**src/rtl/sudoku_game_ctrl_pkg.sv**
```systemverilog
// Shared state codes, state type and phase-flag bundle for the Sudoku game controller.
package sudoku_pkg;

    typedef logic [3:0] state_t;

    localparam logic [3:0] ST_IDLE       = 4'd0;
    localparam logic [3:0] ST_GEN_RAND   = 4'd1;
    localparam logic [3:0] ST_SET_BOARD  = 4'd2;
    localparam logic [3:0] ST_SET_DIFF   = 4'd3;
    localparam logic [3:0] ST_CHOOSE_ROW = 4'd4;
    localparam logic [3:0] ST_CHOOSE_COL = 4'd5;
    localparam logic [3:0] ST_CHOOSE_VAL = 4'd6;
    localparam logic [3:0] ST_CHECKING   = 4'd7;
    localparam logic [3:0] ST_WAIT       = 4'd8;
    localparam logic [3:0] ST_WIN        = 4'd9;
    localparam logic [3:0] ST_NEW_GAME   = 4'd10;
    localparam logic [3:0] ST_LOSE       = 4'd11;

    typedef struct packed {
        logic gen_rand;
        logic set_board;
        logic set_diff;
        logic row;
        logic col;
        logic val;
        logic check;
    } sudoku_flags_t;

    function automatic sudoku_flags_t decode_flags(input state_t s);
        sudoku_flags_t f;
        f           = '0;
        f.gen_rand  = (s == ST_GEN_RAND);
        f.set_board = (s == ST_SET_BOARD);
        f.set_diff  = (s == ST_SET_DIFF);
        f.row       = (s == ST_CHOOSE_ROW);
        f.col       = (s == ST_CHOOSE_COL);
        f.val       = (s == ST_CHOOSE_VAL);
        f.check     = (s == ST_CHECKING);
        return f;
    endfunction

endpackage

```
**src/rtl/sudoku_game_ctrl_btn_edge.sv**
```systemverilog
// Rising-edge detector for a level button; the edge is combinational on the current sample.
module btn_edge (
    input  logic clk,
    input  logic rst,
    input  logic btn,
    output logic rise
);

    logic btn_q;

    always_ff @(posedge clk) begin
        if (rst) btn_q <= 1'b0;
        else     btn_q <= btn;
    end

    assign rise = btn & ~btn_q;

endmodule

```
**src/rtl/sudoku_game_ctrl.sv**
```systemverilog
// Sudoku game sequencer: generation, setup, move entry, checking, mistake/timeout handling.
// Define SUDOKU_MISTAKE_LIMIT_EN to enter LOSE once mistake_count reaches MAX_MISTAKES.
module sudoku_game_ctrl
    import sudoku_pkg::*;
#(
    parameter int N             = 4,
    parameter int CW            = $clog2(N),
    parameter int VW            = $clog2(N + 1),
    parameter int MOVE_W        = 8,
    parameter int MAX_MISTAKES  = 3,
    parameter int CHECK_TIMEOUT = 15
) (
    input  logic              clka,
    input  logic              restart,
    input  logic              new_game,
    input  logic              enter,
    input  logic [CW-1:0]     row_in,
    input  logic [CW-1:0]     col_in,
    input  logic [VW-1:0]     val_in,
    input  logic              cell_locked,
    input  logic              check_done,
    input  logic              check_ok,
    input  logic              solved,
    output logic [3:0]        state,
    output logic              gen_rand_flag,
    output logic              set_board_flag,
    output logic              set_diff_flag,
    output logic              row_flag,
    output logic              col_flag,
    output logic              val_flag,
    output logic              check_flag,
    output logic              reject,
    output logic [CW-1:0]     sel_row,
    output logic [CW-1:0]     sel_col,
    output logic [VW-1:0]     sel_val,
    output logic [MOVE_W-1:0] move_count,
    output logic [3:0]        mistake_count
);

`ifdef SUDOKU_MISTAKE_LIMIT_EN
    localparam bit LIMIT_EN = 1'b1;
`else
    localparam bit LIMIT_EN = 1'b0;
`endif

    localparam int TW = $clog2(CHECK_TIMEOUT + 1);
    localparam logic [CW:0]   N_RC      = (CW + 1)'(N);
    localparam logic [VW-1:0] N_VAL     = VW'(N);
    localparam logic [TW-1:0] WAIT_LAST = TW'(CHECK_TIMEOUT - 1);
    localparam logic [3:0]    MIST_LIM  = 4'(MAX_MISTAKES);

    logic          enter_edge;
    logic [TW-1:0] wait_cnt;
    logic [3:0]    state_nxt;
    logic          accept_row, accept_col, accept_val;
    logic          lock_rej, timeout, wrong;
    logic          go_new;
    logic [3:0]    mistake_inc;
    sudoku_flags_t flags;

    btn_edge u_enter_edge (
        .clk  (clka),
        .rst  (restart),
        .btn  (enter),
        .rise (enter_edge)
    );

    assign mistake_inc = (mistake_count == 4'hF) ? 4'hF : mistake_count + 4'd1;
    assign go_new      = new_game && (state != ST_NEW_GAME);

    always_comb begin
        state_nxt  = state;
        accept_row = 1'b0;
        accept_col = 1'b0;
        accept_val = 1'b0;
        lock_rej   = 1'b0;
        timeout    = 1'b0;
        wrong      = 1'b0;
        case (state)
            ST_IDLE:      state_nxt = ST_GEN_RAND;
            ST_GEN_RAND:  if (enter_edge) state_nxt = ST_SET_BOARD;
            ST_SET_BOARD: if (enter_edge) state_nxt = ST_SET_DIFF;
            ST_SET_DIFF:  if (enter_edge) state_nxt = ST_CHOOSE_ROW;
            ST_CHOOSE_ROW: begin
                if (enter_edge && ({1'b0, row_in} < N_RC)) begin
                    accept_row = 1'b1;
                    state_nxt  = ST_CHOOSE_COL;
                end
            end
            ST_CHOOSE_COL: begin
                if (enter_edge && ({1'b0, col_in} < N_RC)) begin
                    accept_col = 1'b1;
                    state_nxt  = ST_CHOOSE_VAL;
                end
            end
            ST_CHOOSE_VAL: begin
                // A given clue can never be overwritten, so bounce back without waiting for enter.
                if (cell_locked) begin
                    lock_rej  = 1'b1;
                    state_nxt = ST_CHOOSE_ROW;
                end else if (enter_edge && (val_in != '0) && (val_in <= N_VAL)) begin
                    accept_val = 1'b1;
                    state_nxt  = ST_CHECKING;
                end
            end
            ST_CHECKING:  state_nxt = ST_WAIT;
            ST_WAIT: begin
                // A result arriving on the last allowed cycle wins over the timeout.
                if (check_done) begin
                    if (!check_ok) begin
                        wrong     = 1'b1;
                        state_nxt = (LIMIT_EN && (mistake_inc >= MIST_LIM)) ? ST_LOSE : ST_CHOOSE_ROW;
                    end else begin
                        state_nxt = solved ? ST_WIN : ST_CHOOSE_ROW;
                    end
                end else if (wait_cnt == WAIT_LAST) begin
                    timeout   = 1'b1;
                    state_nxt = ST_CHOOSE_ROW;
                end
            end
            ST_WIN:       state_nxt = ST_WIN;
            ST_LOSE:      state_nxt = ST_LOSE;
            ST_NEW_GAME:  state_nxt = ST_GEN_RAND;
            default:      state_nxt = ST_IDLE;
        endcase
    end

    always_ff @(posedge clka) begin
        if (restart) begin
            state         <= ST_IDLE;
            reject        <= 1'b0;
            sel_row       <= '0;
            sel_col       <= '0;
            sel_val       <= '0;
            move_count    <= '0;
            mistake_count <= '0;
            wait_cnt      <= '0;
        end else begin
            reject <= 1'b0;
            if (go_new) begin
                state <= ST_NEW_GAME;
            end else begin
                state <= state_nxt;
                if (accept_row) sel_row <= row_in;
                if (accept_col) sel_col <= col_in;
                if (accept_val) sel_val <= val_in;
                if (state == ST_CHECKING) begin
                    wait_cnt <= '0;
                    if (move_count != '1) move_count <= move_count + MOVE_W'(1);
                end
                // wait_cnt holds the number of WAIT cycles already spent.
                if (state == ST_WAIT) wait_cnt <= wait_cnt + TW'(1);
                if (wrong) mistake_count <= mistake_inc;
                if (lock_rej || timeout) reject <= 1'b1;
                if (state == ST_NEW_GAME) begin
                    sel_row       <= '0;
                    sel_col       <= '0;
                    sel_val       <= '0;
                    move_count    <= '0;
                    mistake_count <= '0;
                end
            end
        end
    end

    assign flags          = decode_flags(state);
    assign gen_rand_flag  = flags.gen_rand;
    assign set_board_flag = flags.set_board;
    assign set_diff_flag  = flags.set_diff;
    assign row_flag       = flags.row;
    assign col_flag       = flags.col;
    assign val_flag       = flags.val;
    assign check_flag     = flags.check;

endmodule
```
**config.mk**
```make
export PLATFORM = sky130hd
export DESIGN_NAME = sudoku_game_ctrl
export DESIGN_NICKNAME = d
export VERILOG_FILES = /design/src/rtl/sudoku_game_ctrl_pkg.sv /design/src/rtl/sudoku_game_ctrl_btn_edge.sv /design/src/rtl/sudoku_game_ctrl.sv
export SDC_FILE = /design/constraint.sdc
export NUM_CORES = 1
export LEC_CHECK = 0
export ABC_AREA = 1
export BUFFER_PORTS_ARGS = -buffer_cell sky130_fd_sc_hd__buf_2
export CAP_MARGIN = 20
export CELL_PAD_IN_SITES_DETAIL_PLACEMENT = 0
export CELL_PAD_IN_SITES_GLOBAL_PLACEMENT = 1
export CORE_ASPECT_RATIO = 2
export CORE_MARGIN = 2
export CORE_UTILIZATION = 32
export DETAILED_ROUTE_END_ITERATION = 8
export PLACE_DENSITY = 0.86
export SLEW_MARGIN = 20
export SYNTH_ARGS = -nofsm -noshare
export SYNTH_HDL_FRONTEND = slang
export SYNTH_SLANG_ARGS = --single-unit
```
**constraint.sdc**
```tcl
create_clock -name clka -period 1.35 [get_ports clka]
set_input_delay 0.405 -clock clka [delete_from_list [all_inputs] [get_ports clka]]
set_output_delay 0.405 -clock clka [all_outputs]
set_load 0.01 [all_outputs]
```
== Word-level counts from Yosys, hierarchy flattened ==
Cells that the tools add are included.

* Word-level logic and storage cells: 111
* Memory bits (writable): 0
* Latch bits: 0
* Register bits after elaboration: 29
* ROM bits: 0
* Memories: 0

* Equal/unequal tests: 29
* Shift-type cells: 0
* Order comparisons: 1
* Muxes and demuxes: 42
* $mul: 0
* Bitwise operators: 3
* Divide/modulo/power cells: 0
* Reductions and logical operators: 23
* $add $sub $neg: 3

{| class="wikitable"
|+ Operator list
! kind !! count
|-
| 2-to-1 mux 4 bit || 17
|-
| one-hot mux 4 bit (11 select lines) || 1
|-
| == test 4 bit (second input constant) || 6
|-
| 2-to-1 mux 8 bit || 3
|-
| == test 4 x 3 -> 1 bit (second input constant) || 4
|-
| 2-to-1 mux 1 bit || 15
|-
| inequality test 3 x 1 -> 1 bit (second input constant) || 5
|-
| AND reduction 7 bit || 2
|-
| nonzero test 2 bit || 7
|-
| inequality test 2 x 1 -> 1 bit (second input constant) || 5
|-
| AND reduction 2 bit || 5
|-
| adder 4 x 1 -> 4 bit (second input constant) || 2
|-
| adder 8 x 1 -> 8 bit (second input constant) || 1
|-
| == test 4 x 2 -> 1 bit (second input constant) || 2
|-
| 2-to-1 mux 2 bit || 4
|-
| inequality test 4 bit (second input constant) || 2
|-
| inequality test 8 bit (second input constant) || 1
|-
| 2-to-1 mux 3 bit || 2
|-
| == test 4 x 1 -> 1 bit (second input constant) || 1
|-
| zero test 4 bit || 1
|-
| inequality test 4 x 2 -> 1 bit (second input constant) || 1
|-
| OR reduction 2 bit || 2
|-
| less-or-equal comparator 3 bit (second input constant) || 1
|-
| logical AND 1 bit || 3
|-
| other kinds (7) || 8
|}

== Longest topological paths before layout ==
Gate-level depths: netlist of the first run.

* Depth after elaboration: 9
* Gate-level depth with buffers: 10
* Mapped depth without buffers: 10

== By module ==
Synthesis of the first run repeated with hierarchy kept, for this count alone.

* Cell total of the unflattened synthesis: 235
* Area total of the unflattened synthesis: 1,569.0 um2

{| class="wikitable"
|+ Modules (own cells, without submodules)
! module !! area an instance (um2) !! cells an instance !! instances
|-
| sudoku_game_ctrl || 1,537.7 || 231 || 1
|-
| btn_edge || 31.3 || 4 || 1
|}

== Least setup slack after synthesis of the first run ==
No wires, ideal clock.

* Path kind: register -> register
* Start point: register move_count[0]
* End point: register move_count[4]
* Stages on the path, launching flop included: 9
* Library setup time: 0.117 ns
* Data required time: 1.233 ns
* Slack: -0.023 ns
* Buffers on the path: 0
* Arrival time: 1.256 ns
* Path through: dfxtp_1 ha_1 inv_1 nor2_1 nand2_1 nand2_4 nand2_2 a21oi_1 nor2_1

* Longest elaborated chain between the ends: 4
* Elaborated cells on any way between the ends: 7

{| class="wikitable"
|+ RTL lines
! element !! line !! RTL
|-
| from (decl) || sudoku_game_ctrl.sv:36 || <nowiki>output logic [MOVE_W-1:0] move_count,</nowiki>
|-
| from (signal assigned) || sudoku_game_ctrl.sv:149 || <nowiki>if (move_count != '1) move_count <= move_count + MOVE_W'(1);</nowiki>
|-
| adder 8 x 1 -> 8 bit || sudoku_game_ctrl.sv:149 ||
|-
| 2-to-1 mux 8 bit || sudoku_game_ctrl.sv:149 ||
|-
| 2-to-1 mux 8 bit || sudoku_game_ctrl.sv:147 || <nowiki>if (state == ST_CHECKING) begin</nowiki>
|-
| 2-to-1 mux 8 bit || sudoku_game_ctrl.sv:155 || <nowiki>if (state == ST_NEW_GAME) begin</nowiki>
|}

Several ways; a longest one is shown, not always the timed one. The select of a mux whose other input is x is not followed.
A chain may end at the register's enable or synchronous reset.

== Worst setup path after layout of the first run ==
* Start point: register state[0]
* End point: output port check_flag

* Longest elaborated chain between the ends: 1

{| class="wikitable"
|+ RTL lines
! element !! line !! RTL
|-
| from (decl) || sudoku_game_ctrl.sv:24 || <nowiki>output logic [3:0] state,</nowiki>
|-
| from (signal assigned) || sudoku_game_ctrl.sv:143 || <nowiki>state <= state_nxt;</nowiki>
|-
| == test 4 x 3 -> 1 bit || sudoku_game_ctrl_pkg.sv:38 || <nowiki>f.check = (s == ST_CHECKING);</nowiki>
|-
| to (decl) || sudoku_game_ctrl.sv:31 || <nowiki>output logic check_flag,</nowiki>
|}

Every way passes these cells.

==> results of run 1 <==
per-stage QoR:
stage	total power [mW]	utilization	hold slack (ns)	area (um2)	setup WS (ns)
after floorplan	1.22	-	0.431	1590	0.0237
after global placement	1.47	0.441	0.433	2130	-0.126
after detailed placement	1.47	0.441	0.436	2130	-0.126
after CTS	2.35	0.507	0.320	2440	-0.192
after global routing	2.64	0.576	0.329	2780	-0.231
final	2.51	0.576	0.323	2780	-0.194
where the power goes:
group	internal, mW	switching (mW)
logic	0.407	0.452
clock network	0.355	0.353
registers	0.889	0.0533
total	1.65	0.859
cell usage after synthesis:
cell type  number  area, um2
o21ai_1         1       5.00
nor2_2          4       25.0
nor2_1         28        105
nor3b_2         1       12.5
a31oi_1         1       6.26
nor3_4          1       16.3
a22oi_1         1       7.51
and3_1          1       6.26
o22ai_1         1       6.26
nand3_2         1       10.0
inv_1          37        139
a21oi_1        19       95.1
nor3_1          5       25.0
o21bai_1        1       7.51
nand2_2         6       37.5
clkbuf_1        1       3.75
nand2_1        55        206
nand2_4         1       11.3
ha_1            4       50.1
dfxtp_1        29        581
nand4_1         2       12.5
nand4_2         1       12.5
xor2_1          1       8.76
nor2_4          3       33.8
nand3_1        16       80.1
inv_2           3       11.3
o21ai_0        15       75.1
repair_timing:
| item | CTS | global route |
|---|---|---|
| pin swaps | 11 | 29 |
| hold buffers | 0 | 0 |
| setup endpoints to repair | 34 | 31 |
| gates cloned | 1 | 0 |
| buffers inserted | 9 | 7 |
| gates resized for setup | 63 | 70 |
| hold endpoints to repair | 0 | 0 |
area by class of cell:
| type | count | area, um2 |
|---|---|---|
| clock buffer | 5 | 68.8 |
| clock inverter | 3 | 17.5 |
| fill | 455 | 2040 |
| inverter | 40 | 178 |
| multi-input combinational | 170 | 1170 |
| sequential | 29 | 599 |
| tap | 57 | 71.3 |
| timing repair buffer | 92 | 674 |
layer usage:
| metal | up-vias | routed length [um] | GRT usage |
|---|---|---|---|
| li1 | 959 | - | - |
| met1 | 857 | 1750 | 0.173 |
| met2 | 43 | 2820 | 0.348 |
| met3 | 10 | 185 | 0.0360 |
| met4 | 0 | 157 | 0.108 |
| met5 | - | 0 | 0 |
path summary, 6_finish.rpt:
kind	cells past startpoint	to	from	slack, ns
max	4	check_flag	state[0]$_SDFFE_PP0P_	-0.19
min	3	u_enter_edge.btn_q$_SDFF_PP0_	enter	0.32
max reg2reg	12	state[1]$_SDFFE_PP0P_	state[2]$_SDFFE_PP0P_	-0.10
min reg2reg	2	sel_val[1]$_SDFFE_PP0P_	sel_val[1]$_SDFFE_PP0P_	0.44
flip-flops by register name, summed over array words and instances (netlist names):
register / cells
sel_row: 2
wait_cnt: 4
sel_col: 2
sel_val: 3
u_enter_edge.btn_q: 1
reject: 1
state: 4
move_count: 8
mistake_count: 4
cells by family after synthesis:
kind of cell | Yosys count
flops | 29
simple gates | 125
fa+ha+maj | 4
compound gates | 39
xor+xnor | 1
buf+inv | 41
critical path, stage by stage (launching register included):
cell and delay (ns):
dfxtp_4 0.41, nand2_4 0.08, nor2_4 0.13, buf_4 0.12, buf_4 0.10
==> results.cfg, run 1 <==
[pwr]
p_leak_nw = 1.28
peakVddDrop_mv = 0.734
p_per_area_mw_per_mm2 = 904

[yosys]
syn_area_mm2 = 0.00159
synthesis.nets = 258
ys_ff_latch = 29
ys_types = 27
synthMuxAreaShare = 0
ys_seq_area_frac = 0.365
synth_compound_area_frac = 0.127
syn_avg_cell_area_um2 = 6.65
synth-xor-area-share = 0.00551
synthSimpleGateAreaFrac = 0.374
ys_warn_count = 0
synth_fa_ha_area_frac = 0.0315
synthCells = 239
synth_top_family_by_area = simple AND/OR/NAND/NOR gates

[critical_path]
worstPathRequired_ns = 0.95
cp-end-kind = primary output
worstSetupStartpointType = register
crit_type = register to primary output
cp.arrival_ns = 1.14
worstPathMaxFanout = 5

[route]
finalWirelength_um = 4910
detail-route-antenna-nets = 0
drt_first_pass_iters = 4
vias = 1869
avgViaCountPerCell = 4.72
drc = 0
drtIter0Drc = 40
wl_per_cell_um = 12.4

[final_layout]
instances_no_fill = 396
diodes = 0
drive_above_1_share = 0.552
layout_common_cells = nand2_1, buf_2, buf_4, inv_1, dfxtp_1
layout_commonest_cell = nand2_1
area.growth.synth_to_final_pct = 74.5
fin_nets = 357

[floorplanning]
num_rows = 36
num_io_pins = 46
coreArea_mm2 = 0.00482
initial_core_util = 0.330
die_w_um = 53.8
dieHeight_um = 104
die_area_mm2 = 0.00558

[cts]
cts_root_buffer = clkbuf_8
htree_levels = 2
cts_tree = yes
clock_sinks = 29
cts_buffers = 5
clockBufferDepth = 2
clock_latency_ns = 0.29
path_clk_slew_ns = 0.07

[timing]
setup_tns_ns = -2.32
post-route-period-util = 1.14
tightestPinTransition_ns = 0.290
fin_ws_ns = -0.194
finalSetupViolations = 30
min_period_ns = 1.54
fmax_mhz = 648
drv_slew = 0
rsz0062_at_grt = true
skew_ns = 0.00757
slew_headroom = 0.806
hold_viol_final = 0

[global_routing]
grt_pass1_wl_um = 7690
grt_overflow = 0
grt_usage = 0.188
grt_max_degree = 11
antenna_found_initial = 0
grt_pass1_vias = 1784

[outcome]
status = finished with violations
failed_checks = setup timing

[worst_hold_path]
hold_path.class = input pin to register

[placement]
place_congestion = 0.896
port-buffer-count = 45
dpl.hpwl_um = 3590
placed_cells = 372

[run]
cap_violations = 0
Note: power is estimated with default switching activity, not from simulation.
==> inputs of run 2 (changes only) <==
ABC_AREA = default   (was 1)
CORE_UTILIZATION = 34   (was 32)
PLACE_DENSITY = 0.87   (was 0.86)
TNS_END_PERCENT = 50   (was default)
==> run 2 against run 1 <==
The run still ends with setup timing left. Clock power rose by 2%. Design area rose by 0.50%. Critical path depth down 1. Fmax shrank 8.9%. Sequential share of layout area decreased by 0.38 points. Total power rose by 24%. Synthesized cell count shrank 18%. Combinational power grew 68%. Wire length increased by 8.3%. First-iteration DRC count is 57% lower. Global-route usage rose by 1.9 points. Critical endpoint is now mistake_count[2]$_SDFFE_PP0P_.
==> results.cfg, run 2 <==
[timing]
tightestPinTransition_ns = 0.313
slew_headroom = 0.790
rsz0062_at_grt = true
finalSetupViolations = 39
fin_ws_ns = -0.345
skew_ns = 0.00568
hold_viol_final = 0
min_period_ns = 1.70
post-route-period-util = 1.26
fmax_mhz = 590
drv_slew = 0

[global_routing]
grt_max_degree = 13
grt_pass1_vias = 1821
grt_overflow = 0
grt_pass1_wl_um = 8310
grt_usage = 0.208
antenna_found_initial = 0

[cts]
htree_levels = 2
clock_latency_ns = 0.28
path_clk_slew_ns = 0.06
clockBufferDepth = 2
cts_root_buffer = clkbuf_8
cts_tree = yes
cts_buffers = 5
clock_sinks = 29

[placement]
place_congestion = 0.890
placed_cells = 332
pre_cts_slack_ns = -0.384
dpl.hpwl_um = 3680
port-buffer-count = 45
placed_area_mm2 = 0.00222

[yosys]
yosysTopAreaCell = dfxtp_1
ys_async_sr_fraction = 0
ys_warn_count = 0
synth-edff-count = 0
syn_area_mm2 = 0.00162
synthTopCellsByArea = dfxtp_1, mux2i_1, a21oi_1
synthesis.nets = 214
ys_ff_latch = 29
yosys-top-cells-count = dfxtp_1, nor2_1, a21oi_1, nor3_1
ys_seq_area_frac = 0.359
synth_flop_cell = dfxtp_1
yosysMostFrequentCell = dfxtp_1
ys_types = 46
yosysTopAreaCellShare = 0.359
synthCells = 195
syn_avg_cell_area_um2 = 8.30

[critical_path]
worstSetupStartpointType = register
crit_type = register to register
cp-end-kind = register
worstPathRequired_ns = 1.52
cp.arrival_ns = 1.86
worstPathMaxFanout = 5
rr_worst_depth = 3

[final_layout]
final_cell_area_mm2 = 0.00279
post-route-util = 0.607
instances_no_fill = 360
fin_nets = 324
layout_common_cells = buf_4, buf_2, dfxtp_1, buf_6
diodes = 0
drive_above_1_share = 0.525
area.growth.synth_to_final_pct = 72.4
largest_reg_flops = 8
layout_commonest_cell = buf_4
largest_register = move_count

[pwr]
p_per_area_mw_per_mm2 = 1120
peakVddDrop_mv = 1.30
p_leak_nw = 1.23

[outcome]
status = finished with violations
failed_checks = setup timing

[run]
cap_violations = 0

[worst_hold_path]
hold_path.class = input pin to register
min_path_cells = 3

[floorplanning]
die_w_um = 52.8
num_io_pins = 46
die_area_mm2 = 0.00536
initial_core_util = 0.352
num_rows = 35
coreArea_mm2 = 0.00460
dieHeight_um = 102

[route]
finalWirelength_um = 5320
vias = 1917
drc = 0
detail-route-antenna-nets = 0
drtIter0Drc = 17
drt_first_pass_iters = 4
avgViaCountPerCell = 5.33
wl_per_cell_um = 14.8
-- run 2: layout make-up --
cell class                 count  area (um2)
inverter                       5        18.8
multi-input combinational    150        1160
fill                         421        1810
tap                           55        68.8
clock buffer                   7        86.3
timing repair buffer         114         863
sequential                    29         592
-- run 2: through the flow --
stage	hold slack [ns]	TNS, ns	power [mW]
2_1_floorplan	0.486	-6.40	1.51
3_5_place_dp	0.464	-8.00	1.81
5_1_grt	0.372	-9.67	3.27
6_report	0.363	-7.68	3.12
4_1_cts	0.366	-7.70	2.91
3_3_place_gp	0.459	-7.31	1.80
-- run 2: timing repair --
item,in CTS,in global routing
hold buffers,0,0
cloned,0,0
buffers inserted,14,7
pin swaps,9,11
resized for setup,37,33
setup endpoints to repair,38,39
-- run 2: worst max-delay path: stages, from the launching register on --
cell     delay [ns]
dfxtp_2        0.33
or4b_4         0.57
or3_4          0.39
o311a_1        0.29
-- run 2: cell families (layout without fill, tap and decap cells) --
group / after synthesis / after routing / share of synthesized area
AND/OR/NAND/NOR: 90 / 90 / 0.317
AO/OA/AOI/OAI: 44 / 44 / 0.175
flip-flops: 29 / 29 / 0.359
buffers and inverters: 16 / 126 / 0.0472
multiplexers: 8 / 8 / 0.0495
adder cells (fa/ha/maj): 4 / 4 / 0.0309
XOR/XNOR: 4 / 4 / 0.0217
-- run 2: final timing paths --
path / startpoint / end / slack (ns)
max: state[2]$_SDFFE_PP0P_ / mistake_count[2]$_SDFFE_PP0P_ / -0.35
min: col_in[1] / sel_col[1]$_SDFFE_PP0P_ / 0.36
max reg2reg: state[2]$_SDFFE_PP0P_ / mistake_count[2]$_SDFFE_PP0P_ / -0.35
min reg2reg: sel_val[1]$_SDFFE_PP0P_ / sel_val[1]$_SDFFE_PP0P_ / 0.48
-- run 2: routing by layer --
layer,GRT usage,wire length [um],vias up
li1,-,-,941
met1,0.223,1960,909
met2,0.372,3010,55
met4,0.116,149,0
met5,0,0,-
met3,0.0280,201,12
-- run 2: power breakdown --
part / internal [mW] / switching (mW) / total (mW) / leakage, nW
registers: 0.914 / 0.0423 / 0.956 / 0.238
logic: 0.774 / 0.669 / 1.44 / 0.952
clock network: 0.404 / 0.317 / 0.721 / 0.0443
